--- config.mk ---
export PLATFORM = sky130hd
export DESIGN_NAME = bus_arbiter
export DESIGN_NICKNAME = d
export VERILOG_FILES = /design/src/rtl/bus_arbiter.sv
export SDC_FILE = /design/constraint.sdc
export NUM_CORES = 1
export LEC_CHECK = 0
export ABC_AREA = 1
export CORE_AREA = 2 2 115 117
export DETAILED_ROUTE_END_ITERATION = 6
export DIE_AREA = 0 0 117 119
export DONT_BUFFER_PORTS = 1
export SETUP_SLACK_MARGIN = 0.5
export SLEW_MARGIN = 20
export SYNTH_ARGS = -nofsm -noshare
export SYNTH_HDL_FRONTEND = slang
export SYNTH_SLANG_ARGS = --single-unit
--- constraint.sdc ---
create_clock -name i_clk -period 2.7 [get_ports i_clk]
set_clock_uncertainty 0.1 [all_clocks]
set_input_delay 0.81 -clock i_clk [delete_from_list [all_inputs] [get_ports i_clk]]
set_output_delay 0.81 -clock i_clk [all_outputs]
set_load 0.02 [all_outputs]
--- src/rtl/bus_arbiter.sv ---
// Two-master, single-slave-bus round-robin arbiter (fetch master M0, load/store master M1).
// Optional ack timeout enabled by defining BUS_TIMEOUT_EN (parameter TIMEOUT_CYCLES).
module bus_arbiter #(
  parameter int TIMEOUT_CYCLES = 16
) (
  input  logic        i_clk,
  input  logic        i_rst,
  input  logic        i_M0_REQ,
  input  logic [31:0] i_M0_ADDR,
  input  logic [7:0]  i_M0_CE,
  output logic        o_M0_GNT,
  output logic [31:0] o_M0_RDATA,
  input  logic        i_M1_REQ,
  input  logic [31:0] i_M1_ADDR,
  input  logic [31:0] i_M1_WDATA,
  input  logic        i_M1_WE,
  input  logic [1:0]  i_M1_HB,
  input  logic [7:0]  i_M1_CE,
  output logic        o_M1_GNT,
  output logic [31:0] o_M1_RDATA,
  output logic [31:0] o_S_ADDR,
  output logic [31:0] o_S_WDATA,
  output logic        o_S_WE,
  output logic [1:0]  o_S_HB,
  output logic [7:0]  o_S_CE,
  input  logic [31:0] i_S_RDATA,
  input  logic        i_S_ACK
);

  typedef enum logic [1:0] {
    IDLE   = 2'd0,
    OWN_M0 = 2'd1,
    OWN_M1 = 2'd2
  } state_t;

  state_t      state;
  state_t      state_nxt;
  logic        last_owner;
  logic        owner_req;
  logic [7:0]  owner_ce;
  logic        done;
  logic [31:0] done_data;
  logic        timeout_hit;

  if (TIMEOUT_CYCLES < 1 || TIMEOUT_CYCLES > 256) begin : g_timeout_range
    $error("bus_arbiter: TIMEOUT_CYCLES must be in 1..256");
  end

`ifdef BUS_TIMEOUT_EN
  logic [7:0] tcount;
  assign timeout_hit = (tcount == 8'(TIMEOUT_CYCLES - 1));
`else
  assign timeout_hit = 1'b0;
`endif

  always_comb begin
    state_nxt = state;
    o_S_ADDR  = 32'h0;
    o_S_WDATA = 32'h0;
    o_S_WE    = 1'b0;
    o_S_HB    = 2'b00;
    o_S_CE    = 8'h00;
    owner_req = 1'b0;
    owner_ce  = 8'h00;
    done      = 1'b0;
    done_data = 32'h0;

    case (state)
      IDLE: begin
        if (i_M0_REQ && i_M1_REQ) state_nxt = last_owner ? OWN_M0 : OWN_M1;
        else if (i_M0_REQ)        state_nxt = OWN_M0;
        else if (i_M1_REQ)        state_nxt = OWN_M1;
      end
      OWN_M0: begin
        owner_req = i_M0_REQ;
        owner_ce  = i_M0_CE;
        o_S_ADDR  = i_M0_ADDR;
        o_S_HB    = 2'b10;
      end
      OWN_M1: begin
        owner_req = i_M1_REQ;
        owner_ce  = i_M1_CE;
        o_S_ADDR  = i_M1_ADDR;
        o_S_WDATA = i_M1_WDATA;
        o_S_WE    = i_M1_WE;
        o_S_HB    = i_M1_HB;
      end
      default: state_nxt = IDLE;
    endcase

    // A dropped request aborts silently; an unmapped select completes at once with all-ones.
    if (state != IDLE) begin
      o_S_CE = owner_req ? owner_ce : 8'h00;
      if (!owner_req) begin
        state_nxt = IDLE;
      end else if (owner_ce == 8'h00) begin
        done      = 1'b1;
        done_data = 32'hFFFF_FFFF;
      end else if (i_S_ACK) begin
        done      = 1'b1;
        done_data = i_S_RDATA;
      end else if (timeout_hit) begin
        done      = 1'b1;
        done_data = 32'hFFFF_FFFF;
      end
      if (done) state_nxt = IDLE;
    end

    // Reset in the same cycle as a completion suppresses the grant.
    o_M0_GNT   = done && (state == OWN_M0) && !i_rst;
    o_M1_GNT   = done && (state == OWN_M1) && !i_rst;
    o_M0_RDATA = o_M0_GNT ? done_data : 32'h0;
    o_M1_RDATA = o_M1_GNT ? done_data : 32'h0;
  end

  always_ff @(posedge i_clk) begin
    if (i_rst) begin
      state      <= IDLE;
      last_owner <= 1'b1;
`ifdef BUS_TIMEOUT_EN
      tcount     <= 8'h00;
`endif
    end else begin
      state <= state_nxt;
      if (state == IDLE && state_nxt != IDLE) last_owner <= (state_nxt == OWN_M1);
`ifdef BUS_TIMEOUT_EN
      if (state == IDLE) tcount <= 8'h00;
      else               tcount <= tcount + 8'h01;
`endif
    end
  end

endmodule

Yosys cells after proc, flatten, opt, wreduce, memory -nomap -nowiden

Index checks and enable logic that the tools add are counted.

Shift operators: 0
$mul: 0
Equal/unequal tests: 3
$lt $le $gt $ge: 0
Div/mod/pow operators: 0
Bitwise logic cells: 0
Add/subtract/negate cells: 0
Reduce and logical (&&, ||, !) cells: 12
Muxes and demuxes: 27

Operators by type and width:

| kind                                                                   | number |
|---|---|
| 32-bit two-way mux                                                     | 7 |
| 32-bit case mux with 2 select lines                                    | 1 |
| 8-bit two-way mux                                                      | 2 |
| 8-bit case mux with 2 select lines                                     | 1 |
| 2-bit two-way mux                                                      | 7 |
| 8-bit logical NOT                                                      | 1 |
| 2-bit case mux with 2 select lines                                     | 2 |
| 1-bit logical AND                                                      | 6 |
| 1-bit two-way mux                                                      | 6 |
| 2-bit equality test (second input constant)                            | 2 |
| 2-bit nonzero test                                                     | 2 |
| 2-bit by 1-bit equality test with 1-bit output (second input constant) | 1 |
| 2-bit logical NOT                                                      | 1 |
| 1-bit case mux with 2 select lines                                     | 1 |
| 2-bit OR reduction                                                     | 1 |
| 1-bit logical NOT                                                      | 1 |

Latch bits: 0
Bits of input ports: 152
Flip-flop bits (word level): 3
ROM bits: 0
Output and inout port bits: 141
Memories kept: 0
Bits in writable memories: 0

Depth between registers and ports, before layout

Depth after elaboration: 10
Gate-level depth with buffers: 13
Depth with buffers taken out: 11

Worst setup path before layout

No wires, ideal clock.

Path kind: input to output
Start point: input i_M0_CE[2]
End point: output o_M1_RDATA[10]
Buffers on the path: 1
Stages on the path: 10
Data arrival time: 1861 ps
Path slack: -71 ps
Cell sequence: nand2_1 -> nand2_1 -> nand2_1 -> nand2_1 -> nor2_1 -> nand2_2 -> nand2_2 -> nand3_4 -> buf_6 -> nor2_1

Word-level cells in the longest chain between the ends: 9
Elaborated cells on any way between the ends: 12
Classes of those cells: mux (9); reduce/logical (3)

Ends and longest elaborated chain:

| item                                 | RTL line | source |
|---|---|---|
| from (decl)                          | 10       | `input logic [7:0] i_M0_CE,` |
| 8-bit case mux with 2 select lines * | 68       | `case (state)` |
| 8-bit logical NOT *                  | 96       | `end else if (owner_ce == 8'h00) begin` |
| 1-bit two-way mux                    | 96       |  |
| 1-bit two-way mux                    | 94       | `if (!owner_req) begin` |
| 1-bit two-way mux (2 in a row)       | 92       | `if (state != IDLE) begin` |
| 1-bit logical AND (2 in a row)       | 111      | `o_M1_GNT = done && (state == OWN_M1) && !i_rst;` |
| 32-bit two-way mux *                 | 113      | `o_M1_RDATA = o_M1_GNT ? done_data : 32'h0;` |
| to (decl)                            | 20       | `output logic [31:0] o_M1_RDATA,` |

Mark *: on every way between the ends. The rest lies on a longest branch, timed or not. The select of a mux whose other input is x is not followed.

Worst setup path in the final report

Start point: register state[1]
End point: output o_M0_RDATA[18]

Word-level cells in the longest chain between the ends: 10
Elaborated cells on any way between the ends: 16
Classes of those cells: eq/ne (2); mux (10); reduce/logical (4)

Ends and longest elaborated chain:

| item                                                                                  | RTL line | source |
|---|---|---|
| from (decl)                                                                           | 36       | `state_t state;` |
| from (signal assigned)                                                                | 124      | `state <= state_nxt;` |
| 2-bit equality test or 2-bit by 1-bit equality test with 1-bit output (tied branches) | 68, 110  |  |
| 8-bit case mux with 2 select lines                                                    | 68       |  |
| 8-bit logical NOT                                                                     | 96       |  |
| 1-bit two-way mux                                                                     | 96       |  |
| 1-bit two-way mux                                                                     | 94       |  |
| 1-bit two-way mux (2 in a row)                                                        | 92       |  |
| 1-bit logical AND (2 in a row)                                                        | 110      | `o_M0_GNT = done && (state == OWN_M0) && !i_rst;` |
| 32-bit two-way mux *                                                                  | 112      | `o_M0_RDATA = o_M0_GNT ? done_data : 32'h0;` |
| to (decl)                                                                             | 12       | `output logic [31:0] o_M0_RDATA,` |

Marks and branches as above.

==> run summary <==
=================================================================================================
Mapped cell area                                                                        1694 um^2
Wire length of the first global-routing pass                                             11.63 mm
Setup repair after global routing missed its margin                                          true
Starting DRT DRC Count                                                                         76
Most frequent cell on the critical path                                                   nand2_2
Worst-case hold path end point                                                       state[0]$_SDFF_PP0_
Detailed route wirelength on metal3                                                        566 um
Crit path required time                                                                   1790 ps
Clock transition at path regs                                                               30 ps
Peak Freq                                                                               326.7 MHz
Clock Latency Late Sink                                                                    220 ps
Via total after detailed routing                                                            2,713
Final setup slack of the worst path                                                     -360.8 ps
Instance count along the most critical hold path                                                3
Count of max-cap constraint violations                                                          0
Combinational Power Share                                                                   0.889
Number of setup violations in the final report                                                 66
Final core utilization                                                                     0.2988
Portion of synthesized cell area occupied by the leading cell type                         0.3058
CTS H-tree lvls                                                                                 1
Overall die area                                                                      13,920 um^2
Antenna violations before repair                                                                0
Drc violations                                                                                  0
Highest routed layer                                                                         met4
Area contributors post-synth                                                         nand2_1 31%, nor2_1 21%, a21oi_1 10%, inv_1 10%, buf_6 5.3%
Final slew viol count                                                                           0
Die width                                                                                  117 um
Diodes inserted                                                                                 0
Mean instance size in the synthesized netlist                                          4.494 um^2
I/O Buffers                                                                                     0
Result of the run                                                                    complete, but fails checks
Core Box Area                                                                         12,870 um^2
Worst reg2reg endpoint                                                               state[1]$_SDFF_PP0_
CP startpoint kind                                                                           flop
Fraction of final layout cells sized beyond drive strength 1                               0.6681
Post-DR vias/cell                                                                           4.219
Peak supply drop                                                                        0.7780 mV
Final clock period utilization by the worst path                                            1.134
Start point of the critical path                                                     state[1]$_SDFF_PP0_
Residual antenna-violating net count after detailed routing                                     0
Slew margin rel.                                                                           0.7724
Critical Path End Type                                                                 output pin
Aggregate global routing overflow                                                               0
Synthesized instance count                                                                    377
GR Util All Layers                                                                         0.1038
Number of distinct library cell variants in the gate-level netlist after synthesis             21
HPWL after detailed placement                                                            6.883 mm
Global placement routability congestion                                                    0.7932
Worst Hold Class                                                                     flop to flop
Area growth from synthesis to layout                                                       127.1%
Worst Reg2Reg Path Length in Cells                                                              9
Start-to-end type of the worst setup path                                            flop to output pin
DIE HEIGHT                                                                                 119 um
Vias in the first global route                                                              2,321
Cell internal power dissipation                                                        0.001104 W
Reg-to-reg startpoint                                                                state[1]$_SDFF_PP0_
Post-Synthesis Net Count                                                                      532
Synthesized flop and latch total                                                                3
Met1 wire length                                                                         3.723 mm
Crit path max fanout                                                                           10
Worst Max-Slew Pin Slew                                                                  341.3 ps
Cts bufs inserted                                                                               3
Power per cell area                                                                  742.8 nW/um^2
Clock network power share                                                                   0.083
Biggest cell delay along the critical path                                                 350 ps
Worst-case setup slack after placement                                                  -159.5 ps
Hold Startpoint                                                                      state[1]$_SDFF_PP0_
Avg WL per Cell                                                                          14.99 um
Share of the yosys chip area belonging to registers                                       0.03545
Buffers & Inverters on Critical Path                                                            4
P_leak                                                                                   1.699 nW
Crit-path cells                                                                      inv_4 > ha_4 > clkbuf_16 > nand2_2 > nand2_1 > nand2_2 > nand2_2 > nor2_4 > nand2_4 > nand2_4 > nand3_4 > buf_12 > nor2_2 > buf_6
Slowest cell on the critical path                                                         dfxtp_4
Share of power burned in registers                                                          0.028
Number of warnings issued by yosys                                                              0
Violations in the final reports                                                      negative setup slack
Length of routed met2 wiring                                                             5.314 mm
TNS Setup                                                                              -18,310 ps
Clock root buffer                                                                       clkbuf_16
Maximum number of pins on one net before global-route repair                                   67
Setup slack of the worst register-to-register path                                        1090 ps
Data arrival time of the critical path                                                    2150 ps
Leading area contributor after synthesis                                                  nand2_1
CTS sink count                                                                                  3
Final layout net count                                                                        623
Detailed-routing iteration count for the pre-antenna-repair pass                                5
Power spent charging and discharging nets                                              0.001754 W
Switching share of power                                                                   0.6137
Hold-fix buffers at CTS                                                                         0
Final count of hold timing violations                                                           0
CTS tree                                                                                    built
Top delay family on crit path                                                        simple AND/OR/NAND/NOR gates
Max clock buf depth                                                                             2
Number of standard-cell rows in the floorplan                                                  42
Top-level I/O count                                                                           293
FILL cells                                                                                  1,398
Starting density of the core                                                               0.1316
Drt total wl                                                                             9.640 mm
Crit path time final                                                                      3061 ps
=================================================================================================
power by group through the flow:
stage / registers [W] / logic [W] / clock network (W)
after CTS: 0.0000790 / 0.00212 / 0.000242
after global routing: 0.0000832 / 0.00274 / 0.000247
after detailed placement: 0.0000714 / 0.00187 / 0
final: 0.0000807 / 0.00254 / 0.000236
after global placement: 0.0000716 / 0.00186 / 0
after floorplan: 0.0000688 / 0.00154 / 0
worst max-delay path by stage:
stage	cells past startpoint	slack (ps)	endpoint
3_5_place_dp	11	-160	o_M1_RDATA[1]
3_3_place_gp	11	-190	o_M1_RDATA[24]
2_1_floorplan	10	10	o_M0_RDATA[10]
5_1_grt	14	-450	o_M0_RDATA[18]
6_report	14	-360	o_M0_RDATA[18]
4_1_cts	14	-260	o_M1_RDATA[1]
routing by layer:
metal  vias to the layer above  track usage
met4                         0      0.01250
li1                       1298            -
met2                       136       0.2048
met5                         -            0
met1                      1275       0.1189
met3                         4      0.01323
worst min-delay path, delay by kind of cell, from the launching register on:
| kind | cells | cell delay [ps] |
|---|---|---|
| simple gates | 2 | 150 |
| flops | 1 | 350 |
| compound gates | 1 | 40 |
state kept, by name, indices dropped and copies added, names as in the netlist:
name	count
last_owner	1
state	2
cells in the final DEF, fill, tap and decap left out:
cell type | Yosys | layout
nor2_2 | 3 | 69
ha_4 | 0 | 3
nand3_1 | 5 | 5
a21oi_4 | 0 | 32
dfxtp_1 | 3 | 1
buf_4 | 1 | 58
a21boi_0 | 1 | 1
nand2_1 | 138 | 121
o21ai_0 | 1 | 1
inv_6 | 0 | 1
buf_6 | 8 | 38
nor2_4 | 1 | 17
dfxtp_2 | 0 | 1
buf_12 | 0 | 6
dfxtp_4 | 0 | 1
inv_4 | 0 | 2
clkbuf_16 | 0 | 8
buf_8 | 0 | 3
inv_1 | 46 | 8
nor3_4 | 0 | 1
nand2_4 | 0 | 3
nor2_1 | 97 | 15
a21oi_2 | 0 | 1
inv_2 | 1 | 35
a22o_4 | 1 | 1
clkbuf_1 | 9 | 1
buf_16 | 0 | 2
a21oi_1 | 35 | 2
nand2_2 | 6 | 20
nor3_2 | 0 | 7
clkinv_4 | 0 | 1
nand3_4 | 2 | 2
through the flow:
stage,hold WS [ps],cells,power (W),cell area [um^2]
after global placement,490.3,629,0.001927,3083
after floorplan,440.7,377,0.001610,2252
after CTS,504.6,634,0.002443,3332
after global routing,568.9,643,0.003075,3847
after detailed placement,492.6,629,0.001943,3083
final,490.6,643,0.002858,3847
cell families (layout without fill, tap and decap cells):
logic type               count (synthesis)  in the layout  share of synthesized area
AND/OR/NAND/NOR                        260            260                     0.6196
flip-flops                               3              3                    0.03545
buffers and inverters                   73            163                     0.2016
adder cells (fa/ha/maj)                  3              3                    0.02216
AO/OA/AOI/OAI                           38             38                     0.1211
area by class of cell:
class / instances / area, um^2 / area share
well taps: 176 / 220.2 / 0.05724
flip-flops and latches: 3 / 65.06 / 0.01691
repair buffers: 112 / 1209 / 0.3141
multi-input cells: 301 / 2083 / 0.5415
inverters: 47 / 191.4 / 0.04976
clock buffers: 4 / 78.83 / 0.02049
what timing repair did:
| action | 4_1_cts | 5_1_grt |
|---|---|---|
| endpoints found under the setup margin | 141 | 141 |
| gates cloned | 1 | 7 |
| setup buffers | 0 | 2 |
| pin swaps | 3 | 8 |
| resized for setup | 41 | 120 |
synth_stat cells:
library cell and n:
buf_2 3, nand2_1 138, buf_1 5, ha_1 3, nor2_4 1, nand2_2 6, inv_2 1, a22o_4 1
buf_4 1, dfxtp_1 3, nor2_2 3, nor2_1 97, inv_1 46, clkbuf_1 9, a21oi_1 35, nor3_1 8
a21boi_0 1, buf_6 8, nand3_4 2, o21ai_0 1, nand3_1 5
Note: power is estimated with default switching activity, not from simulation.
